==> src/rtl/mux_sel_sequencer_pkg.sv <==
// Shared types and helpers for the mux select sequencer.
// State encoding, channel-count defaults and mask scan functions.
package muxseq_pkg;

  localparam int NCH_DEF   = 4;
  localparam int SEL_W_DEF = 2;

  typedef enum logic {
    ST_IDLE = 1'b0,
    ST_SCAN = 1'b1
  } state_t;

  // Lowest enabled channel of a mask (0 when empty)
  function automatic logic [SEL_W_DEF-1:0] lo_ch(
    input logic [NCH_DEF-1:0] m
  );
    lo_ch = '0;
    for (int i = NCH_DEF - 1; i >= 0; i--) begin
      if (m[i]) lo_ch = SEL_W_DEF'(i);
    end
  endfunction

  // Highest enabled channel of a mask (0 when empty)
  function automatic logic [SEL_W_DEF-1:0] hi_ch(
    input logic [NCH_DEF-1:0] m
  );
    hi_ch = '0;
    for (int i = 0; i < NCH_DEF; i++) begin
      if (m[i]) hi_ch = SEL_W_DEF'(i);
    end
  endfunction

endpackage

==> src/rtl/mux_sel_sequencer_if.sv <==
// Control/status bundle between a scan controller and the sequencer.
// master drives START/STOP/MASK/DWELL; slave returns the select stream.
interface mux_sel_sequencer_if
  import muxseq_pkg::*;
#(
  parameter int NCH     = NCH_DEF,
  parameter int SEL_W   = SEL_W_DEF,
  parameter int DWELL_W = 8
);

  logic               START;
  logic               STOP;
  logic [NCH-1:0]     MASK;
  logic [DWELL_W-1:0] DWELL;
  logic [SEL_W-1:0]   S;
  logic               S_VALID;
  logic               FRAME_DONE;
  logic               BUSY;

  modport master (
    output START,
    output STOP,
    output MASK,
    output DWELL,
    input  S,
    input  S_VALID,
    input  FRAME_DONE,
    input  BUSY
  );

  modport slave (
    input  START,
    input  STOP,
    input  MASK,
    input  DWELL,
    output S,
    output S_VALID,
    output FRAME_DONE,
    output BUSY
  );

endinterface

==> src/rtl/mux_sel_sequencer_next_ch.sv <==
// Next enabled channel above cur, wrapping to the lowest one.
// last is set when cur is the highest enabled channel.
module muxseq_next_ch
  import muxseq_pkg::*;
#(
  parameter int NCH   = NCH_DEF,
  parameter int SEL_W = SEL_W_DEF
) (
  input  logic [NCH-1:0]   mask,
  input  logic [SEL_W-1:0] cur,
  output logic [SEL_W-1:0] nxt,
  output logic             last
);

  // Descending scan so the nearest enabled channel above cur wins
  always_comb begin
    nxt  = lo_ch(mask);
    last = 1'b1;
    for (int i = NCH - 1; i >= 0; i--) begin
      if (i > int'(cur) && mask[i]) begin
        nxt  = SEL_W'(i);
        last = 1'b0;
      end
    end
  end

endmodule

==> src/rtl/mux_sel_sequencer.sv <==
// Select sequencer for the 4:1 data mux: dwell-timed channel scan.
// Build option MUXSEQ_ONESHOT_EN: stop after one frame instead of looping.
module mux_sel_sequencer
  import muxseq_pkg::*;
#(
  parameter int NCH     = NCH_DEF,
  parameter int SEL_W   = SEL_W_DEF,
  parameter int DWELL_W = 8
) (
  input logic                CLK,
  input logic                RST_N,
  mux_sel_sequencer_if.slave bus
);

`ifdef MUXSEQ_ONESHOT_EN
  localparam bit ONESHOT = 1'b1;
`else
  localparam bit ONESHOT = 1'b0;
`endif

  state_t             state;
  logic [NCH-1:0]     mask_q;
  logic [DWELL_W-1:0] d_m1_q;
  logic [DWELL_W-1:0] cnt_q;
  logic [SEL_W-1:0]   hi_q;
  logic [SEL_W-1:0]   s_q;
  logic               s_valid_q;
  logic               fd_q;
  logic               busy_q;

  logic [SEL_W-1:0]   nxt_ch;
  logic               last_ch;
  logic [DWELL_W-1:0] d_in_m1;
  logic [SEL_W-1:0]   lo_in;
  logic [SEL_W-1:0]   hi_in;
  logic               go;

  // Dwell of 0 behaves as 1, so the reload value is max(DWELL,1)-1
  assign d_in_m1 = (bus.DWELL == '0) ? '0
                 : bus.DWELL - DWELL_W'(1);
  assign lo_in   = lo_ch(bus.MASK);
  assign hi_in   = hi_ch(bus.MASK);
  assign go      = bus.START && !bus.STOP
                && (bus.MASK != '0);

  muxseq_next_ch #(
    .NCH   (NCH),
    .SEL_W (SEL_W)
  ) u_next_ch (
    .mask (mask_q),
    .cur  (s_q),
    .nxt  (nxt_ch),
    .last (last_ch)
  );

  // Scan FSM; FRAME_DONE is precomputed for the cycle being entered
  always_ff @(posedge CLK or negedge RST_N) begin
    if (!RST_N) begin
      state     <= ST_IDLE;
      mask_q    <= '0;
      d_m1_q    <= '0;
      cnt_q     <= '0;
      hi_q      <= '0;
      s_q       <= '0;
      s_valid_q <= 1'b0;
      fd_q      <= 1'b0;
      busy_q    <= 1'b0;
    end else begin
      case (state)
        ST_IDLE: begin
          if (go) begin
            state     <= ST_SCAN;
            mask_q    <= bus.MASK;
            d_m1_q    <= d_in_m1;
            cnt_q     <= d_in_m1;
            hi_q      <= hi_in;
            s_q       <= lo_in;
            s_valid_q <= 1'b1;
            busy_q    <= 1'b1;
            fd_q      <= (d_in_m1 == '0)
                      && (lo_in == hi_in);
          end
        end
        ST_SCAN: begin
          if (bus.STOP) begin
            state     <= ST_IDLE;
            s_valid_q <= 1'b0;
            busy_q    <= 1'b0;
            fd_q      <= 1'b0;
          end else if (cnt_q != '0) begin
            cnt_q <= cnt_q - DWELL_W'(1);
            fd_q  <= (cnt_q == DWELL_W'(1))
                  && last_ch;
          end else if (ONESHOT && last_ch) begin
            state     <= ST_IDLE;
            s_valid_q <= 1'b0;
            busy_q    <= 1'b0;
            fd_q      <= 1'b0;
          end else begin
            s_q   <= nxt_ch;
            cnt_q <= d_m1_q;
            fd_q  <= (d_m1_q == '0)
                  && (nxt_ch == hi_q);
          end
        end
        default: begin
          state <= ST_IDLE;
        end
      endcase
    end
  end

  assign bus.S          = s_q;
  assign bus.S_VALID    = s_valid_q;
  assign bus.FRAME_DONE = fd_q;
  assign bus.BUSY       = busy_q;

endmodule

==> src/flat_wrapper.sv <==
// flat-port wrapper written by rule: the top's interface ports become plain ports
module mux_sel_sequencer_flat import muxseq_pkg::*;
#(
  parameter int NCH     = NCH_DEF,
  parameter int SEL_W   = SEL_W_DEF,
  parameter int DWELL_W = 8
)
  (CLK, RST_N, bus_START, bus_STOP, bus_MASK, bus_DWELL, bus_S, bus_S_VALID, bus_FRAME_DONE, bus_BUSY);
  mux_sel_sequencer_if #(.NCH(NCH), .SEL_W(SEL_W), .DWELL_W(DWELL_W)) bus_i ();
  input logic CLK;
  input logic RST_N;
  input wire logic [$bits(bus_i.START)-1:0] bus_START;
  input wire logic [$bits(bus_i.STOP)-1:0] bus_STOP;
  input wire logic [$bits(bus_i.MASK)-1:0] bus_MASK;
  input wire logic [$bits(bus_i.DWELL)-1:0] bus_DWELL;
  output wire logic [$bits(bus_i.S)-1:0] bus_S;
  output wire logic [$bits(bus_i.S_VALID)-1:0] bus_S_VALID;
  output wire logic [$bits(bus_i.FRAME_DONE)-1:0] bus_FRAME_DONE;
  output wire logic [$bits(bus_i.BUSY)-1:0] bus_BUSY;
  assign bus_i.START = bus_START;
  assign bus_i.STOP = bus_STOP;
  assign bus_i.MASK = bus_MASK;
  assign bus_i.DWELL = bus_DWELL;
  assign bus_S = bus_i.S;
  assign bus_S_VALID = bus_i.S_VALID;
  assign bus_FRAME_DONE = bus_i.FRAME_DONE;
  assign bus_BUSY = bus_i.BUSY;
  mux_sel_sequencer #(.NCH(NCH), .SEL_W(SEL_W), .DWELL_W(DWELL_W)) u_core (.CLK(CLK), .RST_N(RST_N), .bus(bus_i));
endmodule
==> config.mk <==
export PLATFORM = sky130hd
export DESIGN_NAME = mux_sel_sequencer_flat
export DESIGN_NICKNAME = d
export VERILOG_FILES = /design/src/rtl/mux_sel_sequencer_pkg.sv /design/src/rtl/mux_sel_sequencer_if.sv /design/src/rtl/mux_sel_sequencer_next_ch.sv /design/src/rtl/mux_sel_sequencer.sv /design/src/flat_wrapper.sv
export SDC_FILE = /design/constraint.sdc
export NUM_CORES = 1
export LEC_CHECK = 0
export ABC_AREA = 1
export BUFFER_PORTS_ARGS = -buffer_cell sky130_fd_sc_hd__buf_2
export CORE_AREA = 2 2 108 58
export CTS_CLUSTER_DIAMETER = 100
export CTS_CLUSTER_SIZE = 10
export DETAILED_ROUTE_END_ITERATION = 6
export DIE_AREA = 0 0 110 60
export PLACE_DENSITY = 0.59
export SYNTH_ARGS = -nofsm -noshare
export SYNTH_HDL_FRONTEND = slang
export SYNTH_SLANG_ARGS = --single-unit
==> constraint.sdc <==
create_clock -name CLK -period 2.6 [get_ports CLK]
set_clock_uncertainty 0.2 [all_clocks]
set_input_delay 0.26 -clock CLK [delete_from_list [all_inputs] [get_ports CLK]]
set_output_delay 0.26 -clock CLK [all_outputs]
set_load 0.01 [all_outputs]
==> results of run 1 <==
metal layers:
metal	wire, µm	vias to the layer above	global-route usage [%]
met2	1560	68	19.5
met3	410	4	3.82
met5	0	-	0
met4	23	0	2.35
met1	2780	790	27.6
li1	-	916	-
state kept, by name (all words and copies together) (netlist names):
signal                 flops
u_core.bus.S_VALID         1
u_core.d_m1_q              8
u_core.bus.S               2
u_core.mask_q              4
u_core.state               1
u_core.hi_q                2
u_core.cnt_q               8
u_core.bus.FRAME_DONE      1
report_power, final:
group | switching (mW) | internal, mW | total (mW)
clock network | 0.133 | 0.110 | 0.243
logic | 0.280 | 0.159 | 0.439
registers | 0.0816 | 0.509 | 0.591
total | 0.495 | 0.778 | 1.27
worst min-delay path by stage:
stage / from / to / slack (ns) / depth (start not counted)
2_1_floorplan: RST_N / u_core.bus.FRAME_DONE / -0.24 / 0
3_3_place_gp: RST_N / u_core.mask_q[3] / 0.12 / 1
3_5_place_dp: RST_N / u_core.mask_q[0] / 0.12 / 1
4_1_cts: bus_STOP / u_core.bus.S_VALID / 0.02 / 2
5_1_grt: bus_STOP / u_core.bus.S_VALID / 0.02 / 2
6_report: bus_STOP / u_core.bus.S_VALID / 0.02 / 2
worst max-delay path: cells and delay by family (launching register included):
family,cells,cell delay (ns)
AOI/OAI and AO/OA,2,0.24
adders and majority gates,1,0.19
buffers and inverters,2,0.31
DFF,1,0.41
and+or+nand+nor,3,0.45
cell type report:
type,instances,area share [%]
Multi-Input combinational cell,195,47.8
Sequential cell,27,32.0
Inverter,44,7.83
Timing Repair Buffer,22,5.58
Tap cell,77,4.57
Clock buffer,4,2.14
stage by stage:
step           instance area, µm²  util [%]  hold WS [ns]  setup slack [ns]  std cells
2_1_floorplan                1900         -        -0.236              1.03        273
3_3_place_gp                 2050      35.8         0.115             0.800        364
3_5_place_dp                 2050      35.8         0.119             0.740        364
4_1_cts                      2110      36.8        0.0151             0.715        369
5_1_grt                      2110      36.8        0.0245             0.534        369
6_report                     2110      36.8        0.0227             0.706        369
timing repair:
item,in CTS,in global routing
hold buffers,1,0
endpoints found under the hold margin,27,0
endpoints found under the setup margin,0,0
cell usage after synthesis, drive strengths merged:
cell      n  share of area (%)
nor3b     1               0.66
buf       5                2.4
xor2      2               0.92
ha        5                3.3
xnor2     1               0.46
nor2     34                8.7
clkbuf    2               0.39
a31oi     3               0.99
a2bb2oi   1               0.46
o22ai     1               0.33
nand3    27                8.2
inv      44                8.7
a21oi    14                3.7
o31ai     1               0.66
o211ai    2               0.79
dfrtp    27                 36
nand2    68                 14
a22oi     1               0.39
nand4     5                1.6
o21ai    29                7.8
cell families after synthesis:
logic type | share of synthesized area [%]
AOI/OAI and AO/OA | 15.1
adders and majority gates | 3.29
DFF | 35.5
buffers and inverters | 11.5
xor gates and xnor gates | 1.38
and+or+nand+nor | 33.2
==> flow_summary.yaml, run 1 <==
status:
  status: "finished, final reports clean"
logic_synthesis:
  synthesis.nets: 294
  synthDistinctLibCells: 29
  yosysSeqAreaShare_pct: 35.5
  synth_area_um2: 1900
  ys_warn_count: 0
  post_synth_inst_count: 273
  ys_ff_latch: 27
  synth_area_per_cell_um2: 6.97
routing:
  via_per_inst: 4.82
  drcViolationCount: 0
  ant_nets: 0
  drt-wirelength-per-cell_um: 12.9
  vias: 1778
  routed_wl_mm: 4.77
  drt_pass1_iterations: 5
  dr.first_iter.drc_count: 110
critical_path:
  rr_endpoint: "u_core.cnt_q[5]"
  r2r_start: "u_core.cnt_q[0]"
  regToRegSetupSlack_ns: 0.71
  crit_type: "register to register"
  crit_chain: "inv_1 -> ha_1 -> nand2_2 -> nor2_4 -> inv_2 -> nand3_1 -> o211ai_1 -> a22oi_1"
  crit_path_top_delay_cell: "dfrtp_1"
  worstPathArrival_ns: 1.89
  cp-end-kind: "register"
  max_stage_delay_ns: 0.41
  cp.required_ns: 2.59
  crit_path_end: "u_core.cnt_q[5]"
  path_max_fanout: 11
  r2r_cells: 8
  critical_path.startpoint_type: "register"
  cp-startpoint: "u_core.cnt_q[0]"
final_layout:
  syn2layout_area_growth_pct: 10.8
  register_area_um2: 676
  layout.nets: 314
  layout_common_cells: "nand2_1, inv_1, dfrtp_1"
  drive_gt1_share_pct: 20.5
  n_antenna_cell: 0
  layout_commonest_cell: "nand2_1"
  final.fill_count: 602
  multi_input_area_um2: 1010
grt:
  grt_remaining_overflow: 0
  grtUsageTotal_pct: 16.2
  antenna_found_initial: 0
  grt_max_degree: 28
  grt_pass1_wl_mm: 8.12
  grt_pass1_vias: 1660
hold_path:
  hp-class: "primary input to register"
die:
  io_pins: 21
  fp-row-count: 20
  die_x_um: 110
  die_area_um2: 6600
  fp.coreArea_um2: 5730
  start_util_pct: 33.2
  fp.dieH_um: 60
timing:
  slew_headroom_pct: 57.9
  hold_violations: 0
  max_freq_mhz: 528
  drv_slew: 0
  finalCritPeriodShare_pct: 72.8
  setup_viol: 0
  timing_worst_slew_pin_value_ns: 0.632
  min_period_ns: 1.89
  finalSetupTns_ns: 0
  rsz0062_at_grt: "false"
placed_design:
  dp_hpwl_mm: 3.82
  io_buffer_count: 20
  gp_congestion: 0.857
clock_tree:
  htreeDepth: 1
  cts_setup_buffers: 0
  ctsResizeCount: 0
  cts_buffers: 3
  clkTransAtPathRegs_ns: 0.09
  ctsRootBufferMaster: "clkbuf_8"
  insertion_delay_ns: 0.27
  clock_path_buffers: 2
  tritoncts: "yes"
  clkSinkCount: 27
job:
  cap_violations: 0
pwr:
  p_leak_nw: 1.05
  power_density_nw_per_um2: 604
  finalPower_mw: 1.27
  peakVddDrop_uv: 281
Note: power is estimated with default switching activity, not from simulation.
==> run 2, diff against run 1 <==
ABC_AREA = 0   (was 1)
CORE_AREA = 2 2 105 56   (was 2 2 108 58)
DIE_AREA = 0 0 107 58   (was 0 0 110 60)
PLACE_DENSITY = 0.6   (was 0.59)
clock period = 1.8 ns   (was 2.6 ns; I/O delays follow)
==> run 2 against run 1 <==
The flow now finishes with violations (setup timing). Total power is 71% higher. Sequential power is 49% higher. Via count is 2.3% higher. Critical path type unchanged. Critical endpoint is now u_core.bus.FRAME_DONE.
==> flow_summary.yaml, run 2 <==
placed_design:
  dp_slack_ns: -0.137
  dp.cells: 346
  io_buffer_count: 20
  dp_hpwl_mm: 4.09
  gp_congestion: 0.861
  placed_area_um2: 2370
timing:
  max_freq_mhz: 519
  hold_violations: 0
  slew_headroom_pct: 55.9
  setup_viol: 1
  rsz0062_at_grt: "true"
  fin_ws_ns: -0.126
  min_period_ns: 1.93
  timing_worst_slew_pin_value_ns: 0.661
  drv_slew: 0
  finalCritPeriodShare_pct: 107
  holdWs_ns: 0.0207
critical_path:
  crit_type: "register to register"
  path_max_fanout: 3
  worstPathArrival_ns: 1.94
  cp-end-kind: "register"
  regToRegSetupSlack_ns: -0.13
  cp.required_ns: 1.81
  critical_path.startpoint_type: "register"
logic_synthesis:
  synthesis.nets: 232
  synth_area_um2: 1810
  yosysMostFrequentCell: "a21oi_1"
  synthTopCellsByCount: "a21oi_1, dfrtp_1, nor2_1"
  synthTopCellsByArea: "dfrtp_1, a21oi_1, nor2_1"
  synthDistinctLibCells: 47
  yosys.area.top_type_share_pct: 37.3
  synth_flop_cell: "dfrtp_1"
  yosysSeqAreaShare_pct: 37.3
  synth_async_sr_flop_share_pct: 100
  post-synth-top-area-cell: "dfrtp_1"
  ys_warn_count: 0
  ys_ff_latch: 27
  post_synth_inst_count: 211
  synth_area_per_cell_um2: 8.59
  synth_edf_count: 0
grt:
  grtUsageTotal_pct: 18.5
  grt_pass1_vias: 1691
  met3_usage_pct: 4.16
  grt_remaining_overflow: 0
  grt-busiest-layer: "met1"
  grt_max_degree: 28
  grt_pass1_wl_mm: 8.81
  grt.met2_usage_pct: 24.1
  antenna_found_initial: 0
  grt_use_met1_pct: 30.9
clock_tree:
  clkTransAtPathRegs_ns: 0.10
  ctsRootBufferMaster: "clkbuf_8"
  clkSinkCount: 27
  cts_buffers: 3
  insertion_delay_ns: 0.28
  clock_path_buffers: 2
  htreeDepth: 1
  tritoncts: "yes"
final_layout:
  layout_commonest_cell: "buf_4"
  register_area_um2: 676
  drive_gt1_share_pct: 40.8
  layout.nets: 309
  top_regs: "u_core.cnt_q (8), u_core.d_m1_q (8), u_core.mask_q (4)"
  n_antenna_cell: 0
  layout_common_cells: "buf_4, a21oi_1, dfrtp_1"
  fin_cells: 360
  multi_input_area_um2: 1120
  final.fill_count: 500
  syn2layout_area_growth_pct: 42.5
  fin_area_um2: 2580
routing:
  via_per_inst: 5.05
  routed_wl_mm: 5.46
  dr.first_iter.drc_count: 116
  vias: 1819
  drcViolationCount: 0
  drt-wirelength-per-cell_um: 15.2
  ant_nets: 0
  drt_pass1_iterations: 4
pwr:
  p_leak_nw: 1.17
  peakVddDrop_uv: 384
  finalPower_mw: 2.18
  power_density_nw_per_um2: 844
status:
  violations: "setup timing"
  status: "complete, but fails checks"
hold_path:
  hp-class: "primary input to register"
die:
  die_x_um: 107
  io_pins: 21
  die_area_um2: 6210
  fp.dieH_um: 58
  fp.coreArea_um2: 5300
  start_util_pct: 34.2
  fp-row-count: 19
job:
  cap_violations: 0
run 2: cell count changes after synthesis, sizes merged, moves of 5 or more:
cell / previous run / this run
inv: 44 / 11
nor3: 0 / 9
nand2: 68 / 10
nand3: 27 / 0
nand4: 5 / 0
a21oi: 14 / 30
nor2: 34 / 27
o21ai: 29 / 13
run 2: path summary, 6_finish.rpt:
| check | to | depth (start not counted) | from |
|---|---|---|---|
| max | u_core.bus.FRAME_DONE | 5 | u_core.cnt_q[4] |
| min reg2reg | u_core.d_m1_q[7] | 2 | u_core.d_m1_q[7] |
| min in group asynchronous | u_core.bus.S_VALID | 2 | RST_N |
| min | u_core.d_m1_q[0] | 3 | bus_DWELL[0] |
| max reg2reg | u_core.bus.FRAME_DONE | 5 | u_core.cnt_q[4] |
| max in group asynchronous | u_core.cnt_q[6] | 2 | RST_N |
run 2: power by group:
| part | internal, mW | switching (mW) | total (mW) |
|---|---|---|---|
| Combinational | 0.494 | 0.439 | 0.933 |
| Sequential | 0.732 | 0.146 | 0.878 |
| Clock | 0.156 | 0.212 | 0.368 |
run 2: repair_timing:
item / in CTS / in global routing
buffers inserted: 4 / 6
endpoints found under the hold margin: 28 / 0
gates resized for setup: 4 / 24
hold buffers: 2 / 0
cloned: 0 / 0
pin swaps: 3 / 14
endpoints found under the setup margin: 13 / 15
run 2: final cells by class:
type / instances / share of cell area, %
clock buffers: 3 / 1.60
well taps: 73 / 3.54
clock inverters: 1 / 0.194
repair buffers: 84 / 23.4
multi-input cells: 161 / 43.5
inverters: 11 / 1.60
flip-flops and latches: 27 / 26.2
run 2: through the flow:
step           utilization, %  TNS [ns]
5_1_grt                  48.7    -0.660
3_3_place_gp             44.7    -0.191
4_1_cts                  46.7    -0.154
3_5_place_dp             44.7    -0.324
6_report                 48.7    -0.126
2_1_floorplan               -   -0.0731
run 2: logic make-up (layout without fill, tap and decap cells):
family,after synthesis,after routing,synth area share [%]
compound gates,68,68,23.0
mux,6,6,3.59
fa+ha+maj,6,6,4.00
buf+inv,23,99,5.45
xor+xnor,9,9,4.35
simple gates,72,72,22.4
flops,27,27,37.3
run 2: critical path, cell delays in order, from the launching register on:
cell and delay, ns:
dfrtp_1 0.42, nor4_4 0.34, and2b_1 0.19, nand3b_1 0.10, or4_1 0.53, o211ai_2 0.07
run 2: routing by layer:
metal,wire [µm],part of all wire [%]
met1,2950,54
met2,2060,38
met3,427,7.8
met4,23,0.42
met5,0,0
